===== src/rtl/cpu_pkg.sv =====
// Shared CPU constants and types: reset/trap vectors, the NOP encoding and
// the IF/ID pipeline register layout used by the fetch stage.
package cpu_pkg;

    localparam logic [31:0] RESET_PC_DEF = 32'h8000_0000;
    localparam logic [31:0] IRQ_VEC_DEF  = 32'h8000_0004;
    localparam logic [31:0] EXC_VEC_DEF  = 32'h8000_0008;
    localparam logic [31:0] NOP          = 32'h0000_0000;
    localparam logic [31:0] SUPERVISOR   = 32'h8000_0000;

    // Next-PC source, listed from lowest to highest priority.
    typedef enum logic [2:0] {
        PC_SEQ,
        PC_HOLD,
        PC_BR,
        PC_JUMP,
        PC_JR,
        PC_IRQ,
        PC_EXC
    } pc_sel_e;

    typedef struct packed {
        logic [31:0] inst;
        logic [31:0] pc_plus4;
        logic        valid;
    } if_id_t;

    // Trap vectors always enter in supervisor mode (PC bit 31 set).
    function automatic logic [31:0] vector_pc(input logic [31:0] vec);
        return vec | SUPERVISOR;
    endfunction

endpackage


===== src/rtl/instruction_fetch_if.sv =====
// Instruction memory bus: the fetch stage presents an address and receives
// the addressed word combinationally in the same cycle.
interface instruction_fetch_if;

    logic [31:0] imem_addr;
    logic [31:0] imem_data;

    modport master (output imem_addr, input imem_data);
    modport slave  (input imem_addr, output imem_data);

endinterface


===== src/rtl/if_id_reg.sv =====
// IF/ID pipeline register: a bubble beats a hold, a hold beats a load.
module if_id_reg
    import cpu_pkg::*;
(
    input  logic        clk,
    input  logic        rst_n,
    input  logic [31:0] inst,
    input  logic [31:0] pc_plus4,
    input  logic        en,
    input  logic        bubble,
    output if_id_t      q
);

    // NOTE: sequential state uses non-blocking assignments so every register
    // samples pre-edge values regardless of process ordering.
    always_ff @(posedge clk or negedge rst_n) begin
        if (!rst_n) begin
            q <= '0;
        end else if (bubble) begin
            q <= '{inst: NOP, pc_plus4: pc_plus4, valid: 1'b0};
        end else if (en) begin
            q <= '{inst: inst, pc_plus4: pc_plus4, valid: 1'b1};
        end
    end

endmodule


===== src/rtl/instruction_fetch.sv =====
// Fetch stage: PC register with prioritised redirect mux, edge-triggered
// single-slot interrupt request, and the IF/ID register.
module instruction_fetch
    import cpu_pkg::*;
#(
    parameter logic [31:0] RESET_PC = RESET_PC_DEF,
    parameter logic [31:0] IRQ_VEC  = IRQ_VEC_DEF,
    parameter logic [31:0] EXC_VEC  = EXC_VEC_DEF
) (
    input  logic                       clk,
    input  logic                       rst_n,
    input  logic                       stall,
    input  logic                       flush,
    input  logic                       br_taken,
    input  logic [31:0]                br_target,
    input  logic                       jump,
    input  logic [31:0]                jump_target,
    input  logic                       jr,
    input  logic [31:0]                jr_target,
    input  logic                       exception,
    input  logic                       irq,
    instruction_fetch_if.master        imem,
    output logic [31:0]                if_id_inst,
    output logic [31:0]                if_id_pc_plus4,
    output logic                       if_id_valid,
    output logic                       irq_ack,
    output logic [31:0]                irq_epc
);

    logic [31:0] pc;
    logic [31:0] pc_plus4;
    logic [31:0] next_pc;
    pc_sel_e     pc_sel;
    logic        irq_prev;
    logic        irq_pending;
    logic        irq_take;
    if_id_t      if_id_q;

    assign imem.imem_addr = pc;
    assign pc_plus4       = pc + 32'd4;

    // Interrupts are only taken from user mode on an otherwise quiet cycle.
    assign irq_take = irq_pending && !pc[31] && !exception && !jr && !jump
                      && !br_taken && !stall;

    // NOTE: every always_comb output gets a default first so no path leaves
    // it unassigned, which would otherwise infer a latch.
    always_comb begin
        pc_sel = PC_SEQ;
        if (exception)     pc_sel = PC_EXC;
        else if (irq_take) pc_sel = PC_IRQ;
        else if (jr)       pc_sel = PC_JR;
        else if (jump)     pc_sel = PC_JUMP;
        else if (br_taken) pc_sel = PC_BR;
        else if (stall)    pc_sel = PC_HOLD;
    end

    always_comb begin
        next_pc = pc_plus4;
        case (pc_sel)
            PC_EXC:  next_pc = vector_pc(EXC_VEC);
            PC_IRQ:  next_pc = vector_pc(IRQ_VEC);
            PC_JR:   next_pc = jr_target;
            PC_JUMP: next_pc = jump_target;
            PC_BR:   next_pc = br_target;
            PC_HOLD: next_pc = pc;
            default: next_pc = pc_plus4;
        endcase
    end

    always_ff @(posedge clk or negedge rst_n) begin
        if (!rst_n) pc <= RESET_PC;
        else        pc <= next_pc;
    end

    // A second edge while a request is already pending is absorbed.
    always_ff @(posedge clk or negedge rst_n) begin
        if (!rst_n) begin
            irq_prev    <= 1'b0;
            irq_pending <= 1'b0;
            irq_ack     <= 1'b0;
            irq_epc     <= 32'h0;
        end else begin
            irq_prev <= irq;
            irq_ack  <= irq_take;
            if (irq_take) begin
                irq_epc     <= pc;
                irq_pending <= 1'b0;
            end else if (irq && !irq_prev) begin
                irq_pending <= 1'b1;
            end
        end
    end

    if_id_reg u_if_id_reg (
        .clk      (clk),
        .rst_n    (rst_n),
        .inst     (imem.imem_data),
        .pc_plus4 (pc_plus4),
        .en       (!stall),
        .bubble   (flush || exception || irq_take),
        .q        (if_id_q)
    );

    assign if_id_inst     = if_id_q.inst;
    assign if_id_pc_plus4 = if_id_q.pc_plus4;
    assign if_id_valid    = if_id_q.valid;

endmodule


===== src/flat_wrapper.sv =====
// flat-port wrapper written by rule: the top's interface ports become plain ports
module instruction_fetch_flat import cpu_pkg::*;
#(
    parameter logic [31:0] RESET_PC = RESET_PC_DEF,
    parameter logic [31:0] IRQ_VEC  = IRQ_VEC_DEF,
    parameter logic [31:0] EXC_VEC  = EXC_VEC_DEF
)
  (clk, rst_n, stall, flush, br_taken, br_target, jump, jump_target, jr, jr_target, exception, irq, if_id_inst, if_id_pc_plus4, if_id_valid, irq_ack, irq_epc, imem_imem_addr, imem_imem_data);
  instruction_fetch_if imem_i ();
  input  logic clk;
  input  logic rst_n;
  input  logic stall;
  input  logic flush;
  input  logic br_taken;
  input  logic [31:0] br_target;
  input  logic jump;
  input  logic [31:0] jump_target;
  input  logic jr;
  input  logic [31:0] jr_target;
  input  logic exception;
  input  logic irq;
  output logic [31:0] if_id_inst;
  output logic [31:0] if_id_pc_plus4;
  output logic if_id_valid;
  output logic irq_ack;
  output logic [31:0] irq_epc;
  output wire logic [$bits(imem_i.imem_addr)-1:0] imem_imem_addr;
  input wire logic [$bits(imem_i.imem_data)-1:0] imem_imem_data;
  assign imem_imem_addr = imem_i.imem_addr;
  assign imem_i.imem_data = imem_imem_data;
  instruction_fetch #(.RESET_PC(RESET_PC), .IRQ_VEC(IRQ_VEC), .EXC_VEC(EXC_VEC)) u_core (.clk(clk), .rst_n(rst_n), .stall(stall), .flush(flush), .br_taken(br_taken), .br_target(br_target), .jump(jump), .jump_target(jump_target), .jr(jr), .jr_target(jr_target), .exception(exception), .irq(irq), .imem(imem_i), .if_id_inst(if_id_inst), .if_id_pc_plus4(if_id_pc_plus4), .if_id_valid(if_id_valid), .irq_ack(irq_ack), .irq_epc(irq_epc));
endmodule

===== config.mk =====
export PLATFORM = sky130hd
export DESIGN_NAME = instruction_fetch_flat
export DESIGN_NICKNAME = d
export VERILOG_FILES = /design/src/rtl/cpu_pkg.sv /design/src/rtl/instruction_fetch_if.sv /design/src/rtl/if_id_reg.sv /design/src/rtl/instruction_fetch.sv /design/src/flat_wrapper.sv
export SDC_FILE = /design/constraint.sdc
export NUM_CORES = 1
export LEC_CHECK = 0
export BUFFER_PORTS_ARGS = -buffer_cell sky130_fd_sc_hd__buf_2
export CORE_MARGIN = 3
export CORE_UTILIZATION = 53
export CTS_BUF_LIST = sky130_fd_sc_hd__clkbuf_2 sky130_fd_sc_hd__clkbuf_4 sky130_fd_sc_hd__clkbuf_8
export CTS_CLUSTER_DIAMETER = 40
export DETAILED_ROUTE_END_ITERATION = 16
export PLACE_DENSITY = 0.95
export SLEW_MARGIN = 25
export SYNTH_ARGS = -nofsm -noshare
export SYNTH_HDL_FRONTEND = slang
export SYNTH_SLANG_ARGS = --single-unit

===== constraint.sdc =====
create_clock -name clk -period 5.04 [get_ports clk]
set_input_delay 0 -clock clk [delete_from_list [all_inputs] [get_ports clk]]
set_output_delay 0 -clock clk [all_outputs]
set_load 0.05 [all_outputs]

== Word level (Yosys, flattened, before mapping) ==
Index checks and enable logic that the tools add are counted.

* Equality and inequality tests: 7
* Add/subtract/negate cells: 1
* Reduce and logical (&&, ||, !) cells: 17
* Mux-type cells: 11

{| class="wikitable"
|+ Operators by type and width
! cell !! number
|-
| one-hot mux 32 bit (6 select lines) || 1
|-
| two-way mux 65 bit || 2
|-
| adder 32 x 3 -> 32 bit (second input constant) || 1
|-
| two-way mux 3 bit || 5
|-
| == test 3 bit (second input constant) || 3
|-
| logical AND 1 bit || 7
|-
| logical NOT 1 bit || 7
|-
| == test 3 x 2 -> 1 bit (second input constant) || 2
|-
| == test 3 x 1 -> 1 bit (second input constant) || 1
|-
| two-way mux 1 bit || 3
|-
| logical OR 1 bit || 2
|-
| inequality test 2 x 1 -> 1 bit (second input constant) || 1
|-
| nonzero test 2 bit || 1
|}

* Word-level logic and storage cells: 44
* Input port bits: 137
* Register bits: 132
* Output and inout port bits: 130

== Longest topological paths before layout ==
* Depth after elaboration: 11
* Mapped depth: 8
* Mapped depth without buffers: 6

== Modules after synthesis ==
From an unflattened synthesis, not the netlist that was laid out.

* Cell total of the unflattened synthesis: 563
* Area, all modules: 6,573.8 um^2

{| class="wikitable"
|+ By module, submodules not included
! module !! times used !! cells each !! sequential area each (um^2) !! area each (um^2)
|-
| instruction_fetch || 1 || 388 || 1,677.9 || 3,890.0
|-
| if_id_reg || 1 || 175 || 1,626.6 || 2,683.8
|}

== Worst setup path after synthesis ==
Ideal clock, no wire load.

* Kind: register -> register
* From: register u_core.pc[2], in the netlist u_core.imem.imem_addr[2]
* To: register u_core.pc[24], in the netlist u_core.imem.imem_addr[24]
* Setup slack: 2.723 ns
* Required time: 4.914 ns
* Arrival time: 2.191 ns
* Clock period less this slack: 2.317 ns
* Library setup time: 0.126 ns
* Buffers on the path: 0
* Cell stages (with the launch flop): 7
* Path through: dfrtp_1 -> ha_1 -> nand2_1 -> nor4_4 -> nand4_1 -> xnor2_1 -> a221o_1

* Word-level cells in the longest chain between the ends: 2

{| class="wikitable"
|+ RTL lines
! item !! RTL line !! text
|-
| start: declaration || instruction_fetch.sv:30 || <nowiki>logic [31:0] pc;</nowiki>
|-
| start signal: assignment || instruction_fetch.sv:73 || <nowiki>else pc <= next_pc;</nowiki>
|-
| adder 32 x 3 -> 32 bit || instruction_fetch.sv:40 || <nowiki>assign pc_plus4 = pc + 32'd4;</nowiki>
|-
| one-hot mux 32 bit (6 select lines) || instruction_fetch.sv:60 || <nowiki>case (pc_sel)</nowiki>
|}

Every way passes these cells.
A chain may end at the register's enable or synchronous reset.

== Worst setup path in the final report ==
* From: register u_core.pc[4], in the netlist u_core.imem.imem_addr[4]
* To: register u_core.pc[27], in the netlist u_core.imem.imem_addr[27]

Same word-level chain as after synthesis.

==> impl_metrics.py <==
metrics = {
    "sta": {
        "period_needed_ns": 3.21,
        "fin_crit_sh_pct": 63.7,
        "max_slew_margin_pct": 24.2,
        "finalSetupTns_ns": 0,
        "slew_violations": 0,
        "setup_viol": 0,
        "max_slew.worst_pin.slew_ns": 1.13,
        "rsz0062_at_grt": "false",
        "fmax_ghz": 0.311,
        "fin_worst_skew_ns": 0.00861,
        "hold_viol_final": 0,
    },
    "worst_hold_path": {
        "hold_class": "input pin to register",
    },
    "clock_network": {
        "htree_levels": 4,
        "post-cts-setup-buffer-count": 0,
        "cts_tree": "built",
        "ctsResizeCount": 0,
        "clockRootBuffer": "clkbuf_8",
        "cts_made_buffers": 17,
        "clock-sinks": 132,
        "clkTransAtPathRegs_ns": 0.07,
        "clk_latency_ns": 0.45,
        "clockBufferDepth": 2,
    },
    "worst_setup_path": {
        "critPathLaunchType": "register",
        "cp_max_fo": 16,
        "cp.required_ns": 5.37,
        "cp_num_buf_inv": 1,
        "crit_path_cell_trace": "nand3_1 -> nor4_4 -> nand4_1 -> xnor2_1 -> a221o_1 -> dlygate4sd3_1",
        "worstSetupPathType": "register to register",
        "path_delay_family": "simple AND/OR/NAND/NOR gates",
        "cpMaxStageDelayCell": "nor4_4",
        "cp-end-kind": "register",
        "cpPeakStageDelay_ns": 1.01,
        "arrival_ns": 3.55,
    },
    "job": {
        "max-cap-violations": 0,
    },
    "logic_synthesis": {
        "synth_ff_type": "dfrtp_1",
        "synthCells": 632,
        "yosysTopAreaCellShare_pct": 52.2,
        "yosysMostFrequentCell": "nand2_1",
        "synth_compound_gate_area_share_pct": 18.5,
        "synth_edf_count": 0,
        "synth_top_family_by_area": "compound AO/OA/AOI/OAI gates",
        "synthAdderAreaFrac_pct": 0.199,
        "async_reset_ff_share_pct": 100,
        "yosys-top-cells-area": "dfrtp_1 (52%), nand2_1 (8.6%), a22o_1 (4.5%)",
        "synth-seq-cells": 132,
        "yosysSeqAreaShare_pct": 52.6,
        "synth_xor_area_share_pct": 5.58,
        "synth_warnings": 0,
        "syn_avg_cell_area_sq_um": 9.93,
        "netlist_top_cells_count": "nand2_1 (144), dfrtp_1 (131), o21ai_0 (46)",
        "syn-num-nets": 770,
        "synth-simple-area-share_pct": 17.7,
        "synthMuxAreaShare_pct": 1.34,
        "syn_area_sq_um": 6280,
        "yosys.area.top_type": "dfrtp_1",
        "ys_types": 54,
    },
    "detailed_routing": {
        "drtIter0Drc": 1030,
        "drtPass1Iterations": 7,
        "viasPerCell": 6.05,
        "wl_um": 23800,
        "wire_per_inst_um": 21.0,
        "postRouteAntennaNets": 0,
        "drc": 0,
        "dr_total_vias": 6853,
    },
    "placed_design": {
        "portBuffers": 266,
        "dp_hpwl_um": 14200,
        "place_inst": 999,
        "place_congestion": 0.890,
        "place_area_sq_um": 7670,
    },
    "floorplanning": {
        "io_pins": 267,
        "dieArea_sq_um": 13200,
        "initial_core_util_pct": 54.5,
        "core_area_sq_um": 11500,
        "fp-row-count": 39,
        "fp.dieH_um": 115,
        "die_x_um": 115,
    },
    "global_routing": {
        "antenna_found_initial": 2,
        "grt_pass1_wl_um": 36500,
        "grt_max_degree": 72,
        "grt_overflow": 0,
        "grt_use_total_pct": 35.8,
        "grt_pass1_vias": 6937,
    },
    "finish": {
        "utilization_pct": 79.3,
        "fillers": 690,
        "stdcell_count": 1133,
        "final_area_sq_um": 9130,
        "fin_nets": 1112,
        "syn_to_final_growth_pct": 45.5,
        "drive_gt1_share_pct": 33.3,
    },
    "power": {
        "p_per_area_nw_per_um2": 304,
        "finalPower_mw": 2.77,
        "p_leak_nw": 4.62,
        "worst_ir_drop_vdd_mv": 0.210,
    },
    "outcome": {
        "status": "completed",
    },
}
[final cells by class]
| type | count | area (sq um) | share of cell area (%) |
|---|---|---|---|
| Multi-Input combinational cell | 442 | 2760 | 30.2 |
| Inverter | 7 | 26.3 | 0.288 |
| Tap cell | 143 | 179 | 1.96 |
| Antenna cell | 3 | 7.51 | 0.0822 |
| Sequential cell | 132 | 3300 | 36.2 |
| Timing Repair Buffer | 374 | 2400 | 26.3 |
| Clock buffer | 23 | 310 | 3.40 |
| Clock inverter | 9 | 148 | 1.62 |
[worst register-to-register path, delay by kind of cell (launching register included)]
family,cells,cell delay [ns]
and+or+nand+nor,3,1.58
buffers and inverters,1,0.55
AOI/OAI and AO/OA,1,0.28
DFF,1,0.53
xor gates and xnor gates,1,0.17
[registers in the layout (all words and copies together) (netlist names)]
name / flops
u_core.irq_ack: 1
u_core.u_if_id_reg.q: 65
u_core.irq_epc: 32
u_core.irq_prev: 1
u_core.imem.imem_addr: 32
u_core.irq_pending: 1
[cell families (layout without fill, tap and decap cells)]
logic type                 Yosys count  after routing
xor gates and xnor gates            40             40
adders and majority gates            1              1
other                                0              3
muxes                                8              8
buffers and inverters               58            413
AOI/OAI and AO/OA                  162            162
and+or+nand+nor                    231            231
DFF                                132            132
[path summary, 6_finish.rpt]
path | startpoint | to | slack [ns] | cells past startpoint
max | u_core.imem.imem_addr[4] | u_core.imem.imem_addr[27] | 1.83 | 6
min | jump_target[3] | u_core.imem.imem_addr[3] | 0.06 | 5
max reg2reg | u_core.imem.imem_addr[4] | u_core.imem.imem_addr[27] | 1.83 | 6
min reg2reg | u_core.irq_epc[9] | u_core.irq_epc[9] | 0.48 | 2
max in group asynchronous | rst_n | u_core.imem.imem_addr[23] | 3.63 | 3
min in group asynchronous | rst_n | u_core.irq_epc[7] | 0.10 | 2
[timing repair]
action                                 CTS  global route
endpoints found under the hold margin  127             0
hold buffers                            97             0
setup endpoints to repair                0             0
[per-stage QoR]
step	setup WS [ns]	hold WS [ns]
after floorplan	2.72	-0.296
after global placement	2.53	0.0135
after detailed placement	2.42	0.0147
after CTS	1.96	0.0115
after global routing	1.75	0.0753
final	1.83	0.0564
[where the power goes]
group          internal, mW  switching (mW)
Sequential             1.11          0.0605
Combinational         0.197           0.381
Clock                 0.608           0.412
[cells in the final DEF, fill, tap and decap left out, drive strengths merged, types with 4 or more instances in the layout]
| cell | instances |
|---|---|
| nor4 | 4 |
| xor2 | 25 |
| nand3 | 23 |
| buf | 277 |
| nor2 | 16 |
| a222oi | 23 |
| mux2i | 5 |
| nand2 | 144 |
| clkbuf | 23 |
| nor3 | 6 |
| a2bb2oi | 15 |
| nand4 | 13 |
| a22oi | 4 |
| a22o | 32 |
| dfrtp | 131 |
| o21ai | 47 |
| inv | 7 |
| a21oi | 26 |
| and2 | 4 |
| xnor2 | 15 |
| clkinv | 4 |
| bufinv | 4 |
| dlygate4sd3 | 97 |
[per-layer routing]
layer,GRT usage [%],vias up,routed length [um]
met5,0,-,0
met4,18.6,0,1180
met3,10.3,124,2640
met2,59.5,557,11500
met1,42.3,3217,8430
li1,-,2955,-
(Power assumes the default switching activity.)
